[src/rtl/bt_pkt_pkg.sv]
// Shared definitions for the Bluetooth packet deframer.
// Holds the FSM state encoding, the default sync marker and the checksum seed helper.
// Imported by the deframer top and its interface users.
package bt_pkt_pkg;

    localparam logic [7:0] SYNC_BYTE_DEF = 8'hA5;

    typedef enum logic [2:0] {
        HUNT    = 3'd0,
        TYPE    = 3'd1,
        LEN     = 3'd2,
        PAYLOAD = 3'd3,
        CHECK   = 3'd4,
        DRAIN   = 3'd5
    } bt_state_e;

    // Checksum value once the type and length bytes have been absorbed.
    function automatic logic [7:0] pkt_xor(input logic [7:0] typ, input logic [7:0] len);
        return typ ^ len;
    endfunction

endpackage

[src/rtl/bt_packet_deframer_if.sv]
// Byte-in / payload-out bundle of the Bluetooth packet deframer.
// slave: the deframer side (consumes UART bytes, drives the payload stream and status).
// master: the environment side (UART receiver + drawing/chat consumer).
interface bt_packet_deframer_if;
    logic [7:0] byte_in;
    logic       byte_done;
    logic [7:0] out_data;
    logic       out_valid;
    logic       out_ready;
    logic       out_last;
    logic [7:0] out_type;
    logic       pkt_err;
    logic [7:0] drop_count;

    modport slave (
        input  byte_in, byte_done, out_ready,
        output out_data, out_valid, out_last, out_type, pkt_err, drop_count
    );

    modport master (
        output byte_in, byte_done, out_ready,
        input  out_data, out_valid, out_last, out_type, pkt_err, drop_count
    );
endinterface

[src/rtl/bt_pkt_buffer.sv]
// Payload store: DEPTH x 8 register array, one synchronous write port, combinational read.
// Ports: clk, we/waddr/wdata (write), raddr -> rdata (read, same cycle).
// Contents are not reset; the deframer only reads entries it has written for the current packet.
module bt_pkt_buffer #(
    parameter int DEPTH = 16,
    parameter int AW    = 4
) (
    input  logic          clk,
    input  logic          we,
    input  logic [AW-1:0] waddr,
    input  logic [7:0]    wdata,
    input  logic [AW-1:0] raddr,
    output logic [7:0]    rdata
);
    logic [7:0] mem [DEPTH];

    always_ff @(posedge clk) begin
        if (we) begin
            mem[waddr] <= wdata;
        end
    end

    assign rdata = mem[raddr];

endmodule

[src/rtl/bt_packet_deframer.sv]
// Bluetooth packet deframer: sync/type/len/payload/xor-checksum parser feeding a valid/ready payload stream.
// Ports: clk, rst_in (async, active-high), bus (byte_in/byte_done in; out_* stream, pkt_err, drop_count out).
// Latency: a byte is absorbed on the edge its done-rise is seen; the drain starts the cycle after a good checksum.
// Backpressure: out_* hold while out_ready is low; bytes arriving during the drain are dropped and counted.
module bt_packet_deframer
    import bt_pkt_pkg::*;
#(
    parameter logic [7:0] SYNC_BYTE      = SYNC_BYTE_DEF,
    parameter int         MAX_LEN        = 16,
    parameter int         TIMEOUT_CYCLES = 200000
) (
    input  logic                 clk,
    input  logic                 rst_in,
    bt_packet_deframer_if.slave  bus
);
    localparam int PTR_W = (MAX_LEN > 1) ? $clog2(MAX_LEN) : 1;
    localparam int CNT_W = $clog2(TIMEOUT_CYCLES + 1);
    localparam logic [CNT_W-1:0] IDLE_LIMIT = CNT_W'(TIMEOUT_CYCLES - 1);
    localparam logic [7:0]       MAX_LEN8   = 8'(MAX_LEN);

    localparam logic [2:0] S_HUNT    = HUNT;
    localparam logic [2:0] S_TYPE    = TYPE;
    localparam logic [2:0] S_LEN     = LEN;
    localparam logic [2:0] S_PAYLOAD = PAYLOAD;
    localparam logic [2:0] S_CHECK   = CHECK;
    localparam logic [2:0] S_DRAIN   = DRAIN;

    logic [2:0]       state;
    logic             byte_done_q;
    logic [7:0]       type_r;
    logic [7:0]       len_r;
    logic [7:0]       csum;
    logic [PTR_W-1:0] wr_ptr;
    logic [PTR_W-1:0] rd_ptr;
    logic [CNT_W-1:0] idle_cnt;
    logic [7:0]       out_type_r;
    logic             pkt_err_r;
    logic [7:0]       drop_cnt;

    logic       new_byte;
    logic       in_packet;
    logic       timeout;
    logic       draining;
    logic       last_beat;
    logic       handshake;
    logic       buf_we;
    logic [7:0] rdata;

    // The receiver's done flag is a level; only its rising edge is a byte.
    assign new_byte  = bus.byte_done && !byte_done_q;
    assign in_packet = (state == S_TYPE) || (state == S_LEN) ||
                       (state == S_PAYLOAD) || (state == S_CHECK);
    // Expiry outranks a byte arriving on the same edge.
    assign timeout   = in_packet && (idle_cnt == IDLE_LIMIT);
    assign draining  = (state == S_DRAIN);
    assign last_beat = draining && (8'(rd_ptr) == len_r - 8'd1);
    assign handshake = draining && bus.out_ready;
    assign buf_we    = (state == S_PAYLOAD) && new_byte && !timeout;

    bt_pkt_buffer #(
        .DEPTH (MAX_LEN),
        .AW    (PTR_W)
    ) u_buf (
        .clk   (clk),
        .we    (buf_we),
        .waddr (wr_ptr),
        .wdata (bus.byte_in),
        .raddr (rd_ptr),
        .rdata (rdata)
    );

    // Stream outputs decode straight from state so reset drops them asynchronously.
    assign bus.out_valid  = draining;
    assign bus.out_data   = draining ? rdata : 8'h00;
    assign bus.out_last   = last_beat;
    assign bus.out_type   = out_type_r;
    assign bus.pkt_err    = pkt_err_r;
    assign bus.drop_count = drop_cnt;

    always_ff @(posedge clk or posedge rst_in) begin
        if (rst_in) begin
            state       <= S_HUNT;
            byte_done_q <= 1'b0;
            type_r      <= 8'h00;
            len_r       <= 8'h00;
            csum        <= 8'h00;
            wr_ptr      <= '0;
            rd_ptr      <= '0;
            idle_cnt    <= '0;
            out_type_r  <= 8'h00;
            pkt_err_r   <= 1'b0;
            drop_cnt    <= 8'h00;
        end else begin
            byte_done_q <= bus.byte_done;
            pkt_err_r   <= 1'b0;

            if (draining && new_byte && (drop_cnt != 8'hFF)) begin
                drop_cnt <= drop_cnt + 8'd1;
            end

            if (timeout) begin
                pkt_err_r <= 1'b1;
                idle_cnt  <= '0;
                state     <= S_HUNT;
            end else begin
                if (in_packet) begin
                    idle_cnt <= new_byte ? '0 : idle_cnt + CNT_W'(1);
                end

                case (state)
                    S_HUNT: begin
                        if (new_byte && (bus.byte_in == SYNC_BYTE)) begin
                            csum     <= 8'h00;
                            idle_cnt <= '0;
                            state    <= S_TYPE;
                        end
                    end
                    S_TYPE: begin
                        if (new_byte) begin
                            type_r <= bus.byte_in;
                            csum   <= bus.byte_in;
                            state  <= S_LEN;
                        end
                    end
                    S_LEN: begin
                        if (new_byte) begin
                            if ((bus.byte_in == 8'h00) || (bus.byte_in > MAX_LEN8)) begin
                                pkt_err_r <= 1'b1;
                                state     <= S_HUNT;
                            end else begin
                                len_r  <= bus.byte_in;
                                csum   <= pkt_xor(type_r, bus.byte_in);
                                wr_ptr <= '0;
                                state  <= S_PAYLOAD;
                            end
                        end
                    end
                    S_PAYLOAD: begin
                        if (new_byte) begin
                            csum   <= csum ^ bus.byte_in;
                            wr_ptr <= wr_ptr + PTR_W'(1);
                            if (8'(wr_ptr) == len_r - 8'd1) begin
                                state <= S_CHECK;
                            end
                        end
                    end
                    S_CHECK: begin
                        if (new_byte) begin
                            if (bus.byte_in == csum) begin
                                rd_ptr     <= '0;
                                out_type_r <= type_r;
                                state      <= S_DRAIN;
                            end else begin
                                pkt_err_r <= 1'b1;
                                state     <= S_HUNT;
                            end
                        end
                    end
                    S_DRAIN: begin
                        if (handshake) begin
                            if (last_beat) begin
                                state <= S_HUNT;
                            end else begin
                                rd_ptr <= rd_ptr + PTR_W'(1);
                            end
                        end
                    end
                    default: state <= S_HUNT;
                endcase
            end
        end
    end

endmodule

[src/flat_wrapper.sv]
// flat-port wrapper written by rule: the top's interface ports become plain ports
module bt_packet_deframer_flat import bt_pkt_pkg::*;
#(
    parameter logic [7:0] SYNC_BYTE      = SYNC_BYTE_DEF,
    parameter int         MAX_LEN        = 16,
    parameter int         TIMEOUT_CYCLES = 200000
)
  (clk, rst_in, bus_byte_in, bus_byte_done, bus_out_ready, bus_out_data, bus_out_valid, bus_out_last, bus_out_type, bus_pkt_err, bus_drop_count);
  bt_packet_deframer_if bus_i ();
  input  logic clk;
  input  logic rst_in;
  input wire logic [$bits(bus_i.byte_in)-1:0] bus_byte_in;
  input wire logic [$bits(bus_i.byte_done)-1:0] bus_byte_done;
  input wire logic [$bits(bus_i.out_ready)-1:0] bus_out_ready;
  output wire logic [$bits(bus_i.out_data)-1:0] bus_out_data;
  output wire logic [$bits(bus_i.out_valid)-1:0] bus_out_valid;
  output wire logic [$bits(bus_i.out_last)-1:0] bus_out_last;
  output wire logic [$bits(bus_i.out_type)-1:0] bus_out_type;
  output wire logic [$bits(bus_i.pkt_err)-1:0] bus_pkt_err;
  output wire logic [$bits(bus_i.drop_count)-1:0] bus_drop_count;
  assign bus_i.byte_in = bus_byte_in;
  assign bus_i.byte_done = bus_byte_done;
  assign bus_i.out_ready = bus_out_ready;
  assign bus_out_data = bus_i.out_data;
  assign bus_out_valid = bus_i.out_valid;
  assign bus_out_last = bus_i.out_last;
  assign bus_out_type = bus_i.out_type;
  assign bus_pkt_err = bus_i.pkt_err;
  assign bus_drop_count = bus_i.drop_count;
  bt_packet_deframer #(.SYNC_BYTE(SYNC_BYTE), .MAX_LEN(MAX_LEN), .TIMEOUT_CYCLES(TIMEOUT_CYCLES)) u_core (.clk(clk), .rst_in(rst_in), .bus(bus_i));
endmodule
[config.mk]
export PLATFORM = sky130hd
export DESIGN_NAME = bt_packet_deframer_flat
export DESIGN_NICKNAME = d
export VERILOG_FILES = /design/src/rtl/bt_pkt_pkg.sv /design/src/rtl/bt_packet_deframer_if.sv /design/src/rtl/bt_pkt_buffer.sv /design/src/rtl/bt_packet_deframer.sv /design/src/flat_wrapper.sv
export SDC_FILE = /design/constraint.sdc
export NUM_CORES = 1
export LEC_CHECK = 0
export CAP_MARGIN = 20
export CORE_ASPECT_RATIO = 1.4
export CORE_MARGIN = 5
export CORE_UTILIZATION = 55
export DETAILED_ROUTE_END_ITERATION = 7
export PLACE_DENSITY_LB_ADDON = 0.08
export SETUP_SLACK_MARGIN = 0.2
export SLEW_MARGIN = 20
export SYNTH_ARGS = -nofsm -noshare
export SYNTH_HDL_FRONTEND = slang
export SYNTH_SLANG_ARGS = --single-unit
[constraint.sdc]
create_clock -name clk -period 3 [get_ports clk]
set_clock_uncertainty 0.15 [all_clocks]
set_input_delay 0.3 -clock clk [delete_from_list [all_inputs] [get_ports clk]]
set_output_delay 0.3 -clock clk [all_outputs]
set_load 0.1 [all_outputs]
==> impl_results.md, run 1 <==
- Result of the run: finished with violations
- Failing checks: design-rule violations
- Critical Path Sink Type: primary output
- Final Hold Fails: 0
- Met3 Wirelength: 765 µm
- Top library cells by usage in the layout, fill and taps aside: 128 x sky130_fd_sc_hd__edfxtp_1, 69 x sky130_fd_sc_hd__dfrtp_1, 56 x sky130_fd_sc_hd__buf_4
- Weighted congestion reported at the end of routability-driven placement: 0.824
- GRT Util Overall: 0.215
- WL met1: 7670 µm
- Critical path type: flip-flop to primary output
- Clk buf depth: 2
- DRT iter0 DRCs: 422
- Setup-violating endpoint count in the final report: 0
- Grt ovf: 0
- Antenna violations before repair: 1
- Core area: 0.0162 mm²
- Final Routed Wirelength: 19,500 µm
- Final Net Count: 702
- Post-detailed-route DRC marker count: 1
- Synthesized netlist net count: 633
- Worst VDD drop: 674 µV
- Num Clock Sinks: 199
- I/O Pins: 39
- Area growth from synthesis to layout: 16.4%
- Worst-path cell chain: buf_12, mux4_2, mux4_2, and2_4, buf_12
- Fill cell instance count of the final layout: 1,186
- Pin count of the biggest net entering global routing: 72
- RSZ-0062 raised after global routing: yes
- Most common cell after layout, fill and taps aside: sky130_fd_sc_hd__edfxtp_1
- Synth Flop Type: sky130_fd_sc_hd__edfxtp_1
- CTS tree: yes
- CTS HTree Levels: 4
- Final HPWL DP: 13,300 µm
- Post-route fraction of the period consumed by the critical path: 0.966
- Cell types with the largest area share after synthesis: sky130_fd_sc_hd__edfxtp_1 42%, sky130_fd_sc_hd__dfrtp_1 20%, sky130_fd_sc_hd__mux4_2 9.9%
- Worst hold path type: input port to asynchronous set/reset pin
- Via density per instance: 5.95
- Depth of the worst register-to-register path: 7
- Register bit count reported by yosys: 199
- Layout Cell Area excl Fill: 0.0106 mm²
- Total number of yosys warnings: 0
- Timing-limited maximum frequency: 345 MHz
- Critical register-to-register path endpoint: u_core.u_buf.mem[1][3]
- Number of distinct standard cells referenced by the synthesized netlist: 67
- Die width: 119 µm
- PwrDens: 718 mW/mm²
- Async S/R FF share, synth: 0.357
- Average detailed-routed wire length per instance: 21.8 µm
- Final critical path time including I/O delays and setup: 2.90 ns
- Share of layout cells above drive strength 1: 0.285
- Die height: 162 µm
- Standard-cell row count: 55
- Area of the die: 0.0192 mm²
- Measured slew at the worst slew-check pin: 0.578 ns
- Final core utilization: 0.652
- Mapped Avg Cell Area: 14.8 µm²
- Delay of the slowest critical-path stage: 0.54 ns
- Post-Synthesis Cell Area: 0.00909 mm²
- Final-layout setup total negative slack: 0 ns
- Wire length on met2: 10,700 µm
- Worst reg2reg path startpoint: u_core.idle_cnt[0]
- Static leakage power: 4.03 nW
- Clock latency at the later pin of the worst-skew pair: 0.43 ns
- Root buffer selected by CTS: sky130_fd_sc_hd__clkbuf_16
- Critical Path Source Type: flip-flop
- Final slew viol count: 0
- Critical-path top delay cell: sky130_fd_sc_hd__mux4_2
- Number of enable flip-flop cells after synthesis: 128
- Proportion of netlist area held by the largest area contributor: 0.423
- Clock-pin slew on the worst setup and hold paths: 0.07 ns
- Multi-input gate area in the final layout: 0.00330 mm²
- Routed vias: 5,323
- Vias in the first global route: 5,524
- First-pass GRT wire length: 31,500 µm
- Proportion of synthesized chip area in sequential cells: 0.618
- Pre-antenna DRT Iters: 8
- Data required, critical path: 2.55 ns
- Clock buffer count from CTS: 17
- Remaining antenna violation count after routing: 0
- Biggest area consumer among synthesized cells: sky130_fd_sc_hd__edfxtp_1
- Crit-path max FO: 16
- Sequential cell area: 0.00562 mm²
- Initial core utilization: 0.560
- Setup slack on the worst flop-to-flop path: 0.34 ns
- Arrival time reported for the critical path endpoint: 2.45 ns
- Sum of buffers and inverters on the critical path: 2
- Port-buffer cells: 38
- Worst slew slack as a fraction of its limit: 0.605
- Kind of cell adding the most delay to the critical path: multiplexers
- Placed standard-cell area: 0.00999 mm²
- Uppermost signal routing layer after detailed routing: met4
- Number of maximum-capacitance constraint violations: 0
- Gate Count Post-Synth: 613
## cell families after synthesis
group | count (synthesis) | synth area share
AOI/OAI and AO/OA | 52 | 0.0417
and+or+nand+nor | 187 | 0.115
xor gates and xnor gates | 45 | 0.0464
DFF | 199 | 0.618
buffers and inverters | 45 | 0.0210
adders and majority gates | 8 | 0.0110
muxes | 77 | 0.147
## how the worst max path moves through the flow
stage,from,to,slack [ns],cells past startpoint
6_report,u_core.rd_ptr[0],bus_out_data[7],0.10,5
5_1_grt,u_core.rd_ptr[0],bus_out_data[7],0.02,5
4_1_cts,u_core.rd_ptr[0],bus_out_data[7],0.03,5
3_5_place_dp,bus_byte_in[1],u_core.bus.out_type[3],0.02,6
3_3_place_gp,bus_byte_in[1],u_core.bus.out_type[1],0.11,6
2_1_floorplan,u_core.idle_cnt[0],u_core.u_buf.mem[0][0],0.07,6
## metal layers
layer / vias to the layer above / global-route usage
li1: 2456 / -
met1: 2725 / 0.258
met2: 123 / 0.387
met3: 19 / 0.0442
met4: 0 / 0.0712
met5: - / 0
## what timing repair did
item	CTS	global route
gates resized for setup	0	11
hold buffers	0	0
buffers inserted	2	0
pin swaps	0	0
endpoints found under the setup margin	8	12
endpoints found under the hold margin	0	0
## tightest hold or removal path, cell delays in order
cell                              delay [ns]
sky130_fd_sc_hd__clkdlybuf4s50_1        0.41
sky130_fd_sc_hd__inv_2                  0.07
sky130_fd_sc_hd__buf_12                 0.34
## cell type report
cell class                      count  share of cell area
Antenna cell                        1            0.000236
Clock buffer                       18              0.0406
Clock inverter                     14              0.0108
Inverter                           13             0.00461
Multi-Input combinational cell    369               0.312
Sequential cell                   199               0.531
Tap cell                          199              0.0235
Timing Repair Buffer               82              0.0769
## power breakdown
| part | switching [mW] | internal, mW | leakage [nW] |
|---|---|---|---|
| Clock | 1.05 | 1.08 | 0.264 |
| Sequential | 0.309 | 3.16 | 2.08 |
| Combinational | 1.10 | 0.901 | 1.69 |
## state kept, by name, summed over array words and instances (netlist names)
signal                 flops
u_core.u_buf.mem         128
u_core.idle_cnt           18
u_core.bus.drop_count      8
u_core.bus.out_type        8
u_core.csum                8
u_core.len_r               8
u_core.type_r              8
u_core.rd_ptr              4
u_core.wr_ptr              4
u_core.state               3
u_core.bus.pkt_err         1
u_core.byte_done_q         1
## synth_stat cells (4+ instances only)
cell type / instances
sky130_fd_sc_hd__edfxtp_1: 128
sky130_fd_sc_hd__dfrtp_1: 71
sky130_fd_sc_hd__nor2_1: 50
sky130_fd_sc_hd__nand2_1: 41
sky130_fd_sc_hd__mux4_2: 40
sky130_fd_sc_hd__xor2_1: 27
sky130_fd_sc_hd__mux2_2: 20
sky130_fd_sc_hd__clkbuf_1: 19
sky130_fd_sc_hd__xnor2_1: 16
sky130_fd_sc_hd__o21ai_0: 13
sky130_fd_sc_hd__a32oi_1: 12
sky130_fd_sc_hd__and2_1: 12
sky130_fd_sc_hd__inv_1: 12
sky130_fd_sc_hd__nand3_1: 12
sky130_fd_sc_hd__nor3_1: 10
sky130_fd_sc_hd__buf_2: 9
sky130_fd_sc_hd__mux2i_1: 9
sky130_fd_sc_hd__ha_1: 8
sky130_fd_sc_hd__mux2_4: 8
sky130_fd_sc_hd__nand4_1: 7
sky130_fd_sc_hd__nor2b_1: 7
sky130_fd_sc_hd__nor4_1: 7
sky130_fd_sc_hd__and3_1: 6
sky130_fd_sc_hd__a21oi_1: 5
sky130_fd_sc_hd__nand2b_1: 4
sky130_fd_sc_hd__nand3b_1: 4
## through the flow
step	std cells	setup slack [ns]	total power, mW	hold WS, ns
after floorplan	613	0.0681	4.99	0.181
after global placement	860	0.113	5.45	0.343
after detailed placement	860	0.0187	5.51	0.336
after CTS	894	0.0300	7.63	0.124
after global routing	895	0.0198	7.99	0.164
final	895	0.101	7.60	0.120
(Power assumes the default switching activity.)
==> inputs of run 2 (changes only) <==
Settings changed: CAP_MARGIN 20 to default.
Clock period 3 ns to 2.5 ns, I/O delays scaled along.
==> run 2 against run 1 <==
Net effect: the run ends with negative setup slack left; power rose by 34%; sequential power up 20%; die area unchanged; register-to-register slack lost 0.44 ns; sequential cell count is the same; final cell count rose by 6.9%; setup slack got worse by 0.47 ns; clock power increased by 32%; global-route usage is 0.64 points higher; worst hold slack better by 0.041 ns; combinational power is 61% higher; utilization up 8.3 points; critical endpoint is now bus_out_data[4].
==> impl_results.md, run 2 (synthesis results as in run 1) <==
- Delay of the slowest critical-path stage: 0.52 ns (-0.02 ns)
- Core area: 0.0162 mm² (unchanged)
- Final Routed Wirelength: 21,300 µm (+9.1%)
- Overall power of the completed layout: 10.2 mW (+34%)
- Critical register-to-register path endpoint: u_core.rd_ptr[3]
- Number of maximum-capacitance constraint violations: 0 (unchanged)
- Data required, critical path: 2.10 ns (-0.45 ns)
- Antenna violations before repair: 0 (-1)
- Clock-pin slew on the worst setup and hold paths: 0.08 ns (about the same)
- Crit-path max FO: 5 (-11)
- Via density per instance: 6.03 (+1.4%)
- Flip-flop count of the largest register, all copies and words added: 128 (unchanged)
- Share of layout cells above drive strength 1: 0.421 (+0.136)
- Worst VDD drop: 728 µV (+8.0%)
- Setup-violating endpoint count in the final report: 12 (+12)
- Timing-limited maximum frequency: 348 MHz
- Remaining antenna violation count after routing: 0 (unchanged)
- Worst min-delay path startpoint: bus_byte_done
- Final critical path time including I/O delays and setup: 2.87 ns
- Routed vias: 5,771 (+8.4%)
- Final slew viol count: 0 (unchanged)
- GRT Util Overall: 0.221 (+0.00638)
- Failing checks: negative setup slack
- Initial core utilization: 0.560 (unchanged)
- Worst min-delay path endpoint: u_core.byte_done_q
- Depth of the worst register-to-register path: 14 (+7)
- Average detailed-routed wire length per instance: 22.3 µm (+2.1%)
- Cell count after placement: 892 (+3.7%)
- Weighted congestion reported at the end of routability-driven placement: 0.894 (+8.5%)
- Clock buffer count from CTS: 17 (unchanged)
- Setup slack on the worst flop-to-flop path: -0.10 ns (-0.44 ns)
- Grt ovf: 0 (unchanged)
- Static leakage power: 4.57 nW (+13%)
- Fill cell instance count of the final layout: 1,009 (-15%)
- Final Net Count: 765 (+9.0%)
- RSZ-0062 raised after global routing: yes
- CTS tree: yes
- Critical path type: flip-flop to primary output
- Antenna diode count: 0 (-1)
- PwrDens: 856 mW/mm² (+19%)
- Result of the run: finished with violations
- Final core utilization: 0.734 (+0.0828)
- First-pass GRT wire length: 32,500 µm (+3.5%)
- Standard-cell row count: 55 (unchanged)
- Most common cell after layout, fill and taps aside: sky130_fd_sc_hd__edfxtp_1
- Root buffer selected by CTS: sky130_fd_sc_hd__clkbuf_16
- Final HPWL DP: 14,100 µm (+5.4%)
- Worst-path cell chain: buf_12, buf_4, mux4_2, mux4_2, and2_4, buf_12
- Final Hold Fails: 0 (unchanged)
- Fraction of power consumed by sequential logic: 0.407 (-0.049)
- Critical Path Source Type: flip-flop
- Num Clock Sinks: 199 (unchanged)
- Proportion of power drawn by the clock network: 0.276 (-0.005)
- Area of the die: 0.0192 mm² (unchanged)
- Combinational cell fraction of total power: 0.317 (+0.054)
- Kind of cell adding the most delay to the critical path: multiplexers
- Critical-path top delay cell: sky130_fd_sc_hd__mux4_2
- I/O Pins: 39 (unchanged)
- Clk buf depth: 2 (unchanged)
- Area growth from synthesis to layout: 31.1%
- Die height: 162 µm (unchanged)
- Measured slew at the worst slew-check pin: 0.565 ns (-0.0130 ns)
- Sum of buffers and inverters on the critical path: 3 (+1)
- Largest registers: u_core.u_buf.mem (128), u_core.idle_cnt (18)
- Post-detailed-route DRC marker count: 0 (-1)
- Top library cells by usage in the layout, fill and taps aside: 128 x sky130_fd_sc_hd__edfxtp_1, 76 x sky130_fd_sc_hd__buf_4, 64 x sky130_fd_sc_hd__dfrtp_1
- Port-buffer cells: 38 (unchanged)
- Switching power of the nets: 3.43 mW (+40%)
- Worst hold path type: input port to flip-flop
- CTS HTree Levels: 4 (unchanged)
- DRT iter0 DRCs: 430 (+1.9%)
- Worst-case setup slack after placement: -0.109 ns (-0.127 ns)
- Vias in the first global route: 5,881 (+6.5%)
- Switch share: 0.336 (+0.0125)
- Worst reg2reg path startpoint: u_core.rd_ptr[0]
- Die width: 119 µm (unchanged)
- Post-route setup slack: -0.371 ns (-0.472 ns)
- Hold-critical path depth: 1
- Final instance count without filler cells: 957 (+6.9%)
- Pin count of the biggest net entering global routing: 39 (-46%)
- Clock latency at the later pin of the worst-skew pair: 0.44 ns (about the same)
- Pre-antenna DRT Iters: 5 (-3)
- Post-route fraction of the period consumed by the critical path: 1.15
- Arrival time reported for the critical path endpoint: 2.47 ns (+0.02 ns)
- Worst hold margin: 0.161 ns (+0.0414 ns)
- Critical Path Sink Type: primary output
- Largest register by flop count: u_core.u_buf.mem
- Pint: 6.78 mW (+32%)
- Worst slew slack as a fraction of its limit: 0.619 (+0.0136)
## run 2: what timing repair did
action                                  in CTS  in global routing
hold endpoints to repair                    16                  0
gates resized for setup                     33                 70
hold buffers                                 1                  0
gates cloned                                 1                  2
pin swaps                                   19                 31
endpoints found under the setup margin     179                186
setup buffers                                6                 23
## run 2: final cells by class
class,count,area [µm²],share of cell area
inverters,13,48.8,0.00409
multi-input cells,369,3750,0.314
clock buffers,17,425,0.0357
clock inverters,15,203,0.0170
well taps,199,249,0.0209
repair buffers,145,1630,0.136
flip-flops and latches,199,5630,0.472
## run 2: routing by layer
metal / global-route usage / wire length [µm]
met1: 0.271 / 8040
met2: 0.396 / 11600
met3: 0.0390 / 1010
met4: 0.0764 / 668
met5: 0 / 0
## run 2: through the flow
step	TNS [ns]	area, µm²
after floorplan	0	9280
after global placement	-0.357	10600
after detailed placement	-0.879	10600
after CTS	-2.87	11400
after global routing	-3.94	11900
final	-3.09	11900
## run 2: worst max-delay path by stage
stage                            start                     end  slack, ns  cells after the start
finish                u_core.rd_ptr[0]         bus_out_data[4]      -0.37                      6
global route          u_core.rd_ptr[0]         bus_out_data[4]      -0.44                      6
CTS                   u_core.rd_ptr[0]         bus_out_data[2]      -0.39                      5
detailed placement      bus_byte_in[3]         u_core.state[1]      -0.11                      7
global placement        bus_byte_in[3]         u_core.state[1]      -0.07                      7
floorplan           u_core.idle_cnt[0]  u_core.u_buf.mem[1][0]       0.06                      6
## run 2: power by group through the flow
stage	registers (mW)	logic, mW	clock network (mW)
final	4.16	3.23	2.82
after global routing	4.20	3.46	3.01
after CTS	4.15	2.75	2.86
after detailed placement	4.22	2.60	0
after global placement	4.20	2.52	0
after floorplan	4.20	1.87	0
==> RTL edit 1, RTL diff (config.mk and constraints of run 2) <==
`TIMEOUT_CYCLES` is set to 200000 in 2 places; all go to 100000.
--- a/src/rtl/bt_packet_deframer.sv
+++ b/src/rtl/bt_packet_deframer.sv
@@ -7,7 +7,7 @@
 #(
     parameter logic [7:0] SYNC_BYTE      = SYNC_BYTE_DEF,
     parameter int         MAX_LEN        = 16,
-    parameter int         TIMEOUT_CYCLES = 200000
+    parameter int         TIMEOUT_CYCLES = 100000
 ) (
     input  logic                 clk,
     input  logic                 rst_in,
--- a/src/flat_wrapper.sv
+++ b/src/flat_wrapper.sv
@@ -3,7 +3,7 @@
 #(
     parameter logic [7:0] SYNC_BYTE      = SYNC_BYTE_DEF,
     parameter int         MAX_LEN        = 16,
-    parameter int         TIMEOUT_CYCLES = 200000
+    parameter int         TIMEOUT_CYCLES = 100000
 )
   (clk, rst_in, bus_byte_in, bus_byte_done, bus_out_ready, bus_out_data, bus_out_valid, bus_out_last, bus_out_type, bus_pkt_err, bus_drop_count);
   bt_packet_deframer_if bus_i ();
Check against the original RTL: same outputs for any inputs over 10 cycles, from zero or initial values and one cycle with rst_in high; that may be too few to reach the edited logic, so the function may still have changed.
==> RTL edit 1 against run 2 <==
- the flow still finishes with violations (setup timing)
- setup slack improved by 0.0090 ns
- hold slack worse by 0.12 ns
- sequential share of layout area is 1.4 points higher
- register-to-register slack improved by 0.25 ns
- area after synthesis decreased by 0.45%
- sequential cell count shrank 1
- critical endpoint is now bus_out_data[2]
- total power rose by 11%
- design area fell by 3.2%
- sequential power is essentially flat
- routed wire length down 0.71%
==> RTL edit 1: results <==
group,metric,value,unit
final_layout,layout.nets,749,
synthesis,ys_top_cells_by_count,"128 x edfxtp_1, 70 x dfrtp_1, 42 x nor2_1",
power_and_ir_drop,p_sw_frac,0.363,
final_layout,final_layout_size_suffix_gt1_frac,0.422,
detailed_routing,drtPass1Iterations,5,
detailed_routing,vias_per_cell,5.94,
sta,setup_viol,9,
synthesis,synth_flop_cell,"edfxtp_1",
detailed_routing,dr_wl_met3,846,um
power_and_ir_drop,p_leak,4.36,nW
synthesis,async_reset_ff_frac,0.354,
critical_path,r2r_slack,0.15,ns
placement,dp_worst_setup_slack,-0.269,ns
power_and_ir_drop,pwr-share-clk,0.247,
critical_path,crit_fanout,13,
placement,placed_cells,871,
critical_path,ff2ff_path_depth,7,
detailed_routing,vias,5585,
placement,gp_congestion,0.893,
outcome,violations,"setup timing",
detailed_routing,route.met2.wl,11500,um
detailed_routing,wl_met1,8260,um
clock_network,ctsHtreeMaxLevel,4,
detailed_routing,drt-initial-drc-count,403,
synthesis,syn_avg_cell_area,15.0,um2
synthesis,synth_area_leaders,"edfxtp_1 42%, dfrtp_1 19%, mux4_2 10%",
synthesis,syn_nets,623,
outcome,status,"complete, but fails checks",
power_and_ir_drop,ir_drop,884,uV
critical_path,r2r-start,"u_core.state[1]",
power_and_ir_drop,p_sw,4.12,mW
sta,timing.final.ws_setup,-0.361,ns
grt,met2_usage,0.398,
final_layout,reg_top3,"u_core.u_buf.mem (128), u_core.idle_cnt (17)",
sta,holdWs,0.0431,ns
detailed_routing,wl_per_cell,22.5,um
grt,use_met3,0.0425,
grt,grt_util_met1,0.269,
final_layout,nFillCells,1004,
worst_hold_path,hp-class,"in2async",
grt,grt_max_degree,32,
sta,setup_tns,-2.75,ns
placement,placed_area,0.0103,mm2
sta,worstMarginPinSlew,0.581,ns
grt,first_global_vias,5753,
synthesis,ys_types,60,
grt,grt_pass1_wl,32500,um
placement,hpwlAfterDp,14300,um
grt,grt_usage,0.221,
clock_network,post_cts_buffers,16,
critical_path,setup.worst_path.end,"bus_out_data[2]",
synthesis,ys_ff_latch,198,
synthesis,yosysSeqAreaShare,0.618,
critical_path,max_stage_delay,0.58,ns
clock_network,clkLatencyLatePin,0.44,ns
RTL edit 1: changes by cell type in the layout (fill, tap and decap cells not counted), sizes merged, moves of 4 or more:
cell    delta
clkinv     -4
and2       +9
and4       +4
a32oi      -4
xnor2     +11
xor2      -12
nor2       -7
nand2      -7
RTL edit 1: cell families (layout without fill, tap and decap cells):
| logic type | after synthesis | count (layout) | share of synthesized area |
|---|---|---|---|
| mux | 78 | 78 | 0.149 |
| xor+xnor | 44 | 44 | 0.0456 |
| flops | 198 | 198 | 0.618 |
| fa+ha+maj | 8 | 8 | 0.0111 |
| buf+inv | 47 | 186 | 0.0260 |
| simple gates | 180 | 180 | 0.112 |
| compound gates | 48 | 48 | 0.0383 |
RTL edit 1: area by class of cell:
cell class,instances,area [um2],share of cell area
multi-input cells,358,3540,0.307
repair inverters,1,7.51,0.000650
flip-flops and latches,198,5610,0.486
clock buffers,17,425,0.0369
inverters,11,45.0,0.00390
well taps,199,249,0.0216
repair buffers,142,1490,0.129
clock inverters,15,175,0.0152
==> RTL edit 2, RTL diff (settings of run 2) <==
Made on the original files. Make the reset (`rst_in`) synchronous in one clocked block. Comments in the files are not updated.
--- a/src/rtl/bt_packet_deframer.sv
+++ b/src/rtl/bt_packet_deframer.sv
@@ -77,7 +77,7 @@
     assign bus.pkt_err    = pkt_err_r;
     assign bus.drop_count = drop_cnt;
 
-    always_ff @(posedge clk or posedge rst_in) begin
+    always_ff @(posedge clk) begin
         if (rst_in) begin
             state       <= S_HUNT;
             byte_done_q <= 1'b0;
Check against the original RTL: differs if rst_in is asserted again (counterexample within 10 cycles, from zero or initial values and one cycle with rst_in high); with rst_in held inactive, the same outputs for 10 cycles.
==> RTL edit 2 against run 2 <==
- sequential cell count grew 4
- setup slack better by 0.012 ns
- count of clock-buffer cells in the layout is 10 higher
- area after synthesis is 2.5% lower
- critical endpoint is now bus_out_last
- register-to-register slack better by 0.10 ns
- routed wire length shrank 1.6%
- die area down 2.3%
- via count is 1.8% higher
- highest routed layer unchanged
- the flow still finishes with violations (setup timing)
- design area shrank 5.7%
Power is not compared: it rests on default switching activity, and its combinational part moved more than twofold at a synthesized area within 25%.
==> RTL edit 2: results <==
group,metric,value,unit
synthesis,synth_adder_area_share,0.0113,
worst_hold_path,whs_path_depth,3,
synthesis,synthXorXnorAreaFrac,0.0536,
synthesis,ys_top_cells_by_count,"128 x edfxtp_1, 82 x nor2_1, 75 x dfxtp_1",
detailed_routing,wl_met1,8050,um
sta,timing.slew.headroom,0.606,
clock_network,cts_buffers,20,
detailed_routing,route.met2.wl,11300,um
sta,setup_viol,9,
sta,timing.final.ws_setup,-0.358,ns
grt,grt_pass1_wl,32900,um
critical_path,crit_fanout,3,
outcome,status,"complete, but fails checks",
critical_path,r2r_slack,0,ns
detailed_routing,dr_wl_met3,879,um
grt,grt_max_degree,48,
final_layout,reg_top3,"u_core.u_buf.mem (128), u_core.idle_cnt (18)",
final_layout,area_growth_syn_to_layout,26.8,%
grt,met2_usage,0.397,
grt,use_met3,0.0344,
placement,dp_worst_setup_slack,-0.366,ns
placement,placed_area,0.0103,mm2
clock_network,clkLatencyLatePin,0.49,ns
power_and_ir_drop,power.total,6.73,mW
detailed_routing,vias,5874,
grt,grt_util_met1,0.264,
synthesis,synth_compound_area_frac,0.0491,
sta,setup_tns,-2.91,ns
final_layout,nFillCells,1097,
outcome,violations,"setup timing",
critical_path,setup.worst_path.end,"bus_out_last",
sta,holdWs,0.0218,ns
synthesis,syn_avg_cell_area,13.3,um2
power_and_ir_drop,comb_power,172,uW
placement,placed_cells,941,
detailed_routing,drt-initial-drc-count,402,
final_layout,final_layout_size_suffix_gt1_frac,0.342,
clock_network,cts_resized,24,
synthesis,async_reset_ff_frac,0,
worst_hold_path,hold_end,"u_core.len_r[0]",
synthesis,syn_nets,686,
clock_network,clk_path_buf_depth,3,
placement,hpwlAfterDp,14500,um
final_layout,layout.nets,800,
grt,first_global_vias,6076,
detailed_routing,wl_per_cell,21.2,um
synthesis,ys_types,59,
clock_network,post_cts_buffers,8,
final_layout,stdcell_count,992,
critical_path,ff2ff_path_depth,12,
grt,grt_usage,0.220,
worst_hold_path,hp-start,"bus_byte_in[0]",
critical_path,crit_start,"u_core.len_r[0]",
synthesis,synth_area_leaders,"edfxtp_1 43%, dfxtp_1 17%, mux4_2 10%",
placement,gp_congestion,0.824,
synthesis,yosysSeqAreaShare,0.603,
synthesis,synth.area.mux_share,0.129,
## RTL edit 2: cell types whose count changed in the layout (fill, tap and decap cells not counted), moves of 8 or more
cell	delta
nor2_2	+9
mux2_4	-27
dfrtp_1	-64
buf_6	-16
and2_1	+8
mux2i_1	+14
dfxtp_1	+58
nand2_1	-8
buf_4	+15
buf_12	-9
dfxtp_2	+12
nor2_1	+27
## RTL edit 2: cell type report
| class | count | area share |
|---|---|---|
| inverter | 14 | 0.00489 |
| tap | 199 | 0.0221 |
| clock inverter | 8 | 0.00812 |
| multi-input combinational | 409 | 0.318 |
| sequential | 203 | 0.478 |
| timing repair buffer | 132 | 0.119 |
| clock buffer | 27 | 0.0505 |
## RTL edit 2: worst max-delay path: stages, from the launching register on
cell      delay (ns)
dfxtp_4         0.36
inv_4           0.05
ha_4            0.14
nand2b_4        0.05
a211o_1         0.27
or3_1           0.37
or3b_4          0.40
nor2_4          0.14
buf_12          0.18
